--- config.mk ---
export PLATFORM = sky130hd
export DESIGN_NAME = expr_eval
export DESIGN_NICKNAME = d
export VERILOG_FILES = /design/src/rtl/expr_pkg.sv /design/src/rtl/expr_char_class.sv /design/src/rtl/expr_eval.sv
export SDC_FILE = /design/constraint.sdc
export NUM_CORES = 1
export LEC_CHECK = 0
export BUFFER_PORTS_ARGS = -buffer_cell sky130_fd_sc_hd__buf_2
export CORE_MARGIN = 4
export CORE_UTILIZATION = 60
export CTS_CLUSTER_SIZE = 10
export DETAILED_ROUTE_END_ITERATION = 8
export PLACE_DENSITY_LB_ADDON = 0.1
export SETUP_SLACK_MARGIN = 0.3
export SLEW_MARGIN = 30
export SYNTH_ARGS = -nofsm -noshare
export SYNTH_HDL_FRONTEND = slang
export SYNTH_HIERARCHICAL = 1
export SYNTH_SLANG_ARGS = --single-unit
export TNS_END_PERCENT = 20
--- constraint.sdc ---
create_clock -name clk -period 11.54 [get_ports clk]
set_clock_uncertainty 0.1 [all_clocks]
set_input_delay 1.731 -clock clk [delete_from_list [all_inputs] [get_ports clk]]
set_output_delay 1.731 -clock clk [all_outputs]
set_load 0.005 [all_outputs]
--- src/rtl/expr_pkg.sv ---
// Shared types and constants for the streaming expression evaluator.
//   state_e      : evaluator FSM states
//   char_class_e : classification of an input character
//   ASCII_*      : character codes recognised by the classifier
// Optional feature macro: EXPR_EVAL_MINUS_EN (enables binary '-').
package expr_pkg;

   typedef enum logic [1:0] {
      S_EMPTY,
      S_NUM,
      S_OP,
      S_ERR
   } state_e;

   typedef enum logic [2:0] {
      DIGIT,
      ADD,
      MUL,
      SUB,
      BAD
   } char_class_e;

   localparam logic [7:0] ASCII_0     = 8'h30;
   localparam logic [7:0] ASCII_9     = 8'h39;
   localparam logic [7:0] ASCII_PLUS  = 8'h2B;
   localparam logic [7:0] ASCII_STAR  = 8'h2A;
   localparam logic [7:0] ASCII_MINUS = 8'h2D;

endpackage

--- src/rtl/expr_char_class.sv ---
// Combinational character classifier.
// Ports:
//   char_i  [7:0] : ASCII character
//   cls_o         : character class (DIGIT, ADD, MUL, SUB, BAD)
//   digit_o [3:0] : numeric value of a digit, zero otherwise
// Macro EXPR_EVAL_MINUS_EN: when undefined '-' is classified BAD.
module expr_char_class
   import expr_pkg::*;
(
   input  logic [7:0]  char_i,
   output char_class_e cls_o,
   output logic [3:0]  digit_o
);

   always_comb begin
      cls_o   = BAD;
      digit_o = 4'd0;
      if (char_i >= ASCII_0 && char_i <= ASCII_9) begin
         cls_o   = DIGIT;
         digit_o = 4'(char_i - ASCII_0);
      end else if (char_i == ASCII_PLUS) begin
         cls_o = ADD;
      end else if (char_i == ASCII_STAR) begin
         cls_o = MUL;
`ifdef EXPR_EVAL_MINUS_EN
      end else if (char_i == ASCII_MINUS) begin
         cls_o = SUB;
`endif
      end
   end

endmodule

--- src/rtl/expr_eval.sv ---
// Streaming evaluator for "number (op number)*" with '*' binding tighter than '+'/'-'.
// Ports:
//   clk         : clock, rising edge
//   clr         : synchronous active-high reset, wins over vld
//   vld         : character strobe
//   in    [7:0] : ASCII character, consumed only when vld=1
//   out         : registered, high while the accepted string is a complete expression
//   err         : registered, sticky after an illegal character or sequence
//   value [W-1:0] : registered result of the expression so far (mod 2^W)
// Macro EXPR_EVAL_MINUS_EN: accept '-' as a binary operator; otherwise '-' is illegal and
// the sign register does not exist.
module expr_eval
   import expr_pkg::*;
#(
   parameter int unsigned W = 16
) (
   input  logic         clk,
   input  logic         clr,
   input  logic         vld,
   input  logic [7:0]   in,
   output logic         out,
   output logic         err,
   output logic [W-1:0] value
);

   char_class_e cls;
   logic [3:0]  digit;

   expr_char_class u_char_class (
      .char_i  (in),
      .cls_o   (cls),
      .digit_o (digit)
   );

   state_e       state_q, state_d;
   logic [W-1:0] sum_q, sum_d;
   logic [W-1:0] prod_q, prod_d;
   logic [W-1:0] num_q, num_d;
   logic [W-1:0] value_q, value_d;
   logic         out_q, out_d;
   logic         err_q, err_d;
`ifdef EXPR_EVAL_MINUS_EN
   // High means the pending term is subtracted.
   logic         sign_q, sign_d;
`endif

   logic [W-1:0] num_nxt;
   logic [W-1:0] term_nxt;   // pending term including the incoming digit
   logic [W-1:0] term_cur;   // pending term as already accumulated
   logic [W-1:0] value_nxt;
   logic [W-1:0] sum_nxt;

   always_comb begin
      num_nxt  = num_q * W'(10) + W'(digit);
      term_nxt = prod_q * num_nxt;
      term_cur = prod_q * num_q;
`ifdef EXPR_EVAL_MINUS_EN
      value_nxt = sign_q ? (sum_q - term_nxt) : (sum_q + term_nxt);
      sum_nxt   = sign_q ? (sum_q - term_cur) : (sum_q + term_cur);
`else
      value_nxt = sum_q + term_nxt;
      sum_nxt   = sum_q + term_cur;
`endif
   end

   always_comb begin
      state_d = state_q;
      sum_d   = sum_q;
      prod_d  = prod_q;
      num_d   = num_q;
      value_d = value_q;
`ifdef EXPR_EVAL_MINUS_EN
      sign_d  = sign_q;
`endif
      if (vld) begin
         case (state_q)
            S_EMPTY, S_OP: begin
               if (cls == DIGIT) begin
                  state_d = S_NUM;
                  num_d   = num_nxt;
                  value_d = value_nxt;
               end else begin
                  state_d = S_ERR;
               end
            end
            S_NUM: begin
               case (cls)
                  DIGIT: begin
                     num_d   = num_nxt;
                     value_d = value_nxt;
                  end
                  MUL: begin
                     state_d = S_OP;
                     prod_d  = term_cur;
                     num_d   = '0;
                  end
                  ADD: begin
                     state_d = S_OP;
                     sum_d   = sum_nxt;
                     prod_d  = W'(1);
                     num_d   = '0;
`ifdef EXPR_EVAL_MINUS_EN
                     sign_d  = 1'b0;
`endif
                  end
`ifdef EXPR_EVAL_MINUS_EN
                  SUB: begin
                     state_d = S_OP;
                     sum_d   = sum_nxt;
                     prod_d  = W'(1);
                     num_d   = '0;
                     sign_d  = 1'b1;
                  end
`endif
                  default: state_d = S_ERR;
               endcase
            end
            default: state_d = S_ERR;  // S_ERR is absorbing until clr
         endcase
      end
      out_d = (state_d == S_NUM);
      err_d = (state_d == S_ERR);
   end

   always_ff @(posedge clk) begin
      if (clr) begin
         state_q <= S_EMPTY;
         sum_q   <= '0;
         prod_q  <= W'(1);
         num_q   <= '0;
         value_q <= '0;
         out_q   <= 1'b0;
         err_q   <= 1'b0;
`ifdef EXPR_EVAL_MINUS_EN
         sign_q  <= 1'b0;
`endif
      end else begin
         state_q <= state_d;
         sum_q   <= sum_d;
         prod_q  <= prod_d;
         num_q   <= num_d;
         value_q <= value_d;
         out_q   <= out_d;
         err_q   <= err_d;
`ifdef EXPR_EVAL_MINUS_EN
         sign_q  <= sign_d;
`endif
      end
   end

   assign out   = out_q;
   assign err   = err_q;
   assign value = value_q;

endmodule
==> flow_summary.rst <==
.. list-table::
   :header-rows: 1

   * - Metric
     - Value
   * - Result of the run
     - complete, no violations
   * - Core area
     - 19,700 sq um
   * - Number of enable-type register cells in the synthesized netlist
     - 0
   * - Power density normalized to cell area
     - 42.6 nW/um^2
   * - Signed area change from the synthesized netlist to the final layout
     - 5.37%
   * - Number of vias per cell
     - 5.38
   * - Fin. max-slew vios
     - 0
   * - Average footprint of a synthesized cell
     - 8.32 sq um
   * - Hold/Removal Path Class
     - flop to flop
   * - Combinational family with the most area after synthesis
     - adder cells
   * - Worst IR drop on VDD
     - 0.0638 mV
   * - Initial core utilization
     - 61.7%
   * - Number of H-tree branching levels
     - 3
   * - Port buffer count
     - 28
   * - Number of CTS-inserted buffers
     - 9
   * - Xor and xnor fraction of the mapped netlist area
     - 8.65%
   * - Sequential fraction of the synthesis area
     - 11.2%
   * - TritonCTS clock tree
     - built
   * - Mux share of post-synthesis cell area
     - 0%
   * - Netlist area before placement
     - 12,200 sq um
   * - # fillers
     - 1,719
   * - Post-Synth Adder-Cell Area
     - 43.7%
   * - Buffer cell driving the clock tree root
     - sky130_fd_sc_hd__clkbuf_16
   * - Gate Count Post-Synth
     - 1,464
   * - Final layout net count
     - 1,783
   * - Static power due to leakage
     - 6.44 nW
   * - Count of different cell masters after synthesis
     - 50
   * - Proportion of layout cells with a drive suffix above 1
     - 5.49%
   * - Pre-Repair DR Iteration Count
     - 5
   * - Share of the clock period used by the worst path
     - 83.9%
   * - Post-Synthesis Net Count
     - 1,794
   * - Max cap viols
     - 0
   * - Via count of the first global-routing pass
     - 9,341
   * - Post-detailed-route count of antenna-violating nets
     - 0
   * - GR Util met3
     - 3.43%
   * - Worst-path clk slew
     - 60 ps
   * - Sink count of the clock tree
     - 68
   * - WL/cell
     - 16.4 microns
   * - Post-Synth Simple-Gate Area
     - 17.1%
   * - Post-Route Setup TNS
     - 0 ps
   * - Global routing usage summed across all routing layers
     - 26.4%
   * - Worst Path Arrival
     - 9840 ps
   * - Number of vias after detailed routing
     - 9,275
   * - Placer's final routability congestion estimate
     - 0.872
   * - Final routed wirelength across all metal layers
     - 28,300 microns
   * - Largest stage delay on the critical path
     - 600 ps
   * - Max Buffers Root-to-Sink
     - 2
   * - Normalized max-slew margin
     - 36.2%
   * - Fraction of registers with async set/reset
     - 0%
   * - Antenna violations before repair
     - 0
   * - Final core utilization
     - 65.1%
   * - CP max FO
     - 9
   * - Hold-fix buffers at CTS
     - 0
   * - Met1 Use GR
     - 37.0%
   * - Half-perimeter wire length after detailed placement
     - 22,100 microns
   * - Area fraction in compound gates after synthesis
     - 8.31%
   * - Critical path type
     - primary input to flop
   * - Pin count of the biggest net entering global routing
     - 67
   * - Number of gates resized after cts
     - 0
   * - CP Capture Type
     - flop
   * - DRC errors left
     - 0
   * - Ys flop type
     - sky130_fd_sc_hd__dfxtp_1
   * - Met2 Use GR
     - 43.7%
   * - Num ports
     - 29
   * - Worst EP required
     - 11,700 ps
   * - Remaining global-route overflow
     - 0
   * - Hold Violations, Final
     - 0
   * - F_max
     - 0.103 GHz
   * - Worst slack at placement
     - 1540 ps
   * - Violation count after the first detailed-route iteration
     - 637
   * - Final critical-path required period
     - 9680 ps
   * - Number of standard-cell rows in the floorplan
     - 51
   * - Most congested layer reported by global routing
     - met2
   * - Post-route setup slack
     - 1860 ps
   * - Total die area
     - 22,600 sq um
   * - Wire length of the first global-routing pass
     - 47,100 microns
   * - Overall die height
     - 150 microns
   * - Cell type of the slowest stage on the worst timing path
     - sky130_fd_sc_hd__xnor2_1
   * - Setup violations, final
     - 0
   * - Synth warnings
     - 6
   * - Seq cells post-synth
     - 68
   * - Startpoint Class
     - primary input
   * - Die width
     - 150 microns
   * - RSZ-0062 raised after global routing
     - no
   * - Setup bufs post-CTS
     - 0
   * - Transition time at the pin with the least slew margin
     - 956 ps
   * - Number of diodes added for antenna fixing
     - 0
   * - Worst path most repeated cell
     - sky130_fd_sc_hd__xnor2_1
   * - Clock latency on the worst-skew pair
     - 350 ps
==> layout by cell type (no fill, tap or decap), types with 20 or more instances in the layout <==
cell	netlist	layout
sky130_fd_sc_hd__ha_1	142	142
sky130_fd_sc_hd__xor2_1	21	20
sky130_fd_sc_hd__dfxtp_1	68	67
sky130_fd_sc_hd__buf_2	3	28
sky130_fd_sc_hd__o21ai_0	25	25
sky130_fd_sc_hd__a21oi_1	61	61
sky130_fd_sc_hd__a22oi_1	31	31
sky130_fd_sc_hd__inv_1	295	295
sky130_fd_sc_hd__xnor2_1	81	80
sky130_fd_sc_hd__fa_1	177	177
sky130_fd_sc_hd__and2_1	96	96
sky130_fd_sc_hd__nand2_1	237	237
sky130_fd_sc_hd__nor2_1	66	66
==> critical path: cells and delay by family <==
family | cells | cell delay (ps)
AO/OA/AOI/OAI | 3 | 440
XOR/XNOR | 13 | 3070
adder cells (fa/ha/maj) | 7 | 3040
buffers and inverters | 3 | 210
AND/OR/NAND/NOR | 5 | 1320
==> sequential cells by signal, indices dropped and copies added, names as in the netlist <==
register / cells
prod_q: 16
num_q: 16
err: 1
out: 1
sum_q: 16
value: 16
state_q: 2
==> report_power, final <==
group          total [mW]  leakage (nW)  switching (mW)  internal (mW)
registers           0.236         0.549        0.000599          0.236
logic              0.0144          5.75          0.0101        0.00432
clock network       0.296         0.149           0.125          0.171
==> through the flow <==
stage	hold WS [ps]	power, mW	std cells	area [sq um]
after floorplan	348	0.250	1464	12200
after global placement	335	0.255	1707	12500
after detailed placement	341	0.256	1707	12500
after CTS	350	0.553	1723	12800
after global routing	376	0.564	1723	12800
final	348	0.547	1723	12800
==> kinds of logic (layout without fill, tap and decap cells) <==
group / after synthesis / after routing
simple gates: 449 / 449
buf+inv: 358 / 352
fa+ha+maj: 319 / 319
compound gates: 160 / 160
xor+xnor: 110 / 110
flops: 68 / 68
==> Yosys cell counts, drive strengths merged, types with 3 or more instances <==
cell type,count,area [sq um]
nand2b,3,18.8
o21a,4,30.0
nor2b,8,50.1
nand2,238,896
a21boi,4,30.0
or2,3,18.8
a211oi,6,55.1
ha,142,1780
a21o,12,90.1
xor2,24,233
a22oi,31,233
nor3b,5,42.5
dfxtp,68,1360
nor3,7,35.0
xnor3,3,67.6
xnor2,83,753
fa,177,3540
o21ai,25,125
o21bai,9,67.6
a21oi,62,314
clkbuf,60,225
nand3,6,30.0
and2,96,601
or3,3,18.8
inv,295,1110
nor2,67,254
and3,5,31.3
buf,3,15.0
==> final cells by class <==
class	instances	area [sq um]	share of cell area (%)
Tap cell	265	332	2.58
Clock buffer	9	225	1.76
Clock inverter	7	83.8	0.653
Timing Repair Buffer	41	238	1.85
Sequential cell	68	1360	10.6
Multi-Input combinational cell	1038	9480	73.9
Inverter	295	1110	8.63
==> path summary, 6_finish.rpt <==
path | cells after the start | end | slack (ps) | start
min reg2reg | 2 | value[13] | 350 | value[13]
max | 31 | value[15] | 1860 | in[6]
min | 2 | value[13] | 350 | value[13]
max reg2reg | 31 | value[15] | 2040 | num_q[1]
==> routing by layer <==
layer  wire length (microns)  share of wire (%)  up-vias
li1                        -                  -     4426
met1                   13100                 46     4581
met2                   13300                 47      224
met3                    1360                4.8       44
met4                     519                1.8        0
met5                       0                  0        -
Note: power is estimated with default switching activity, not from simulation.
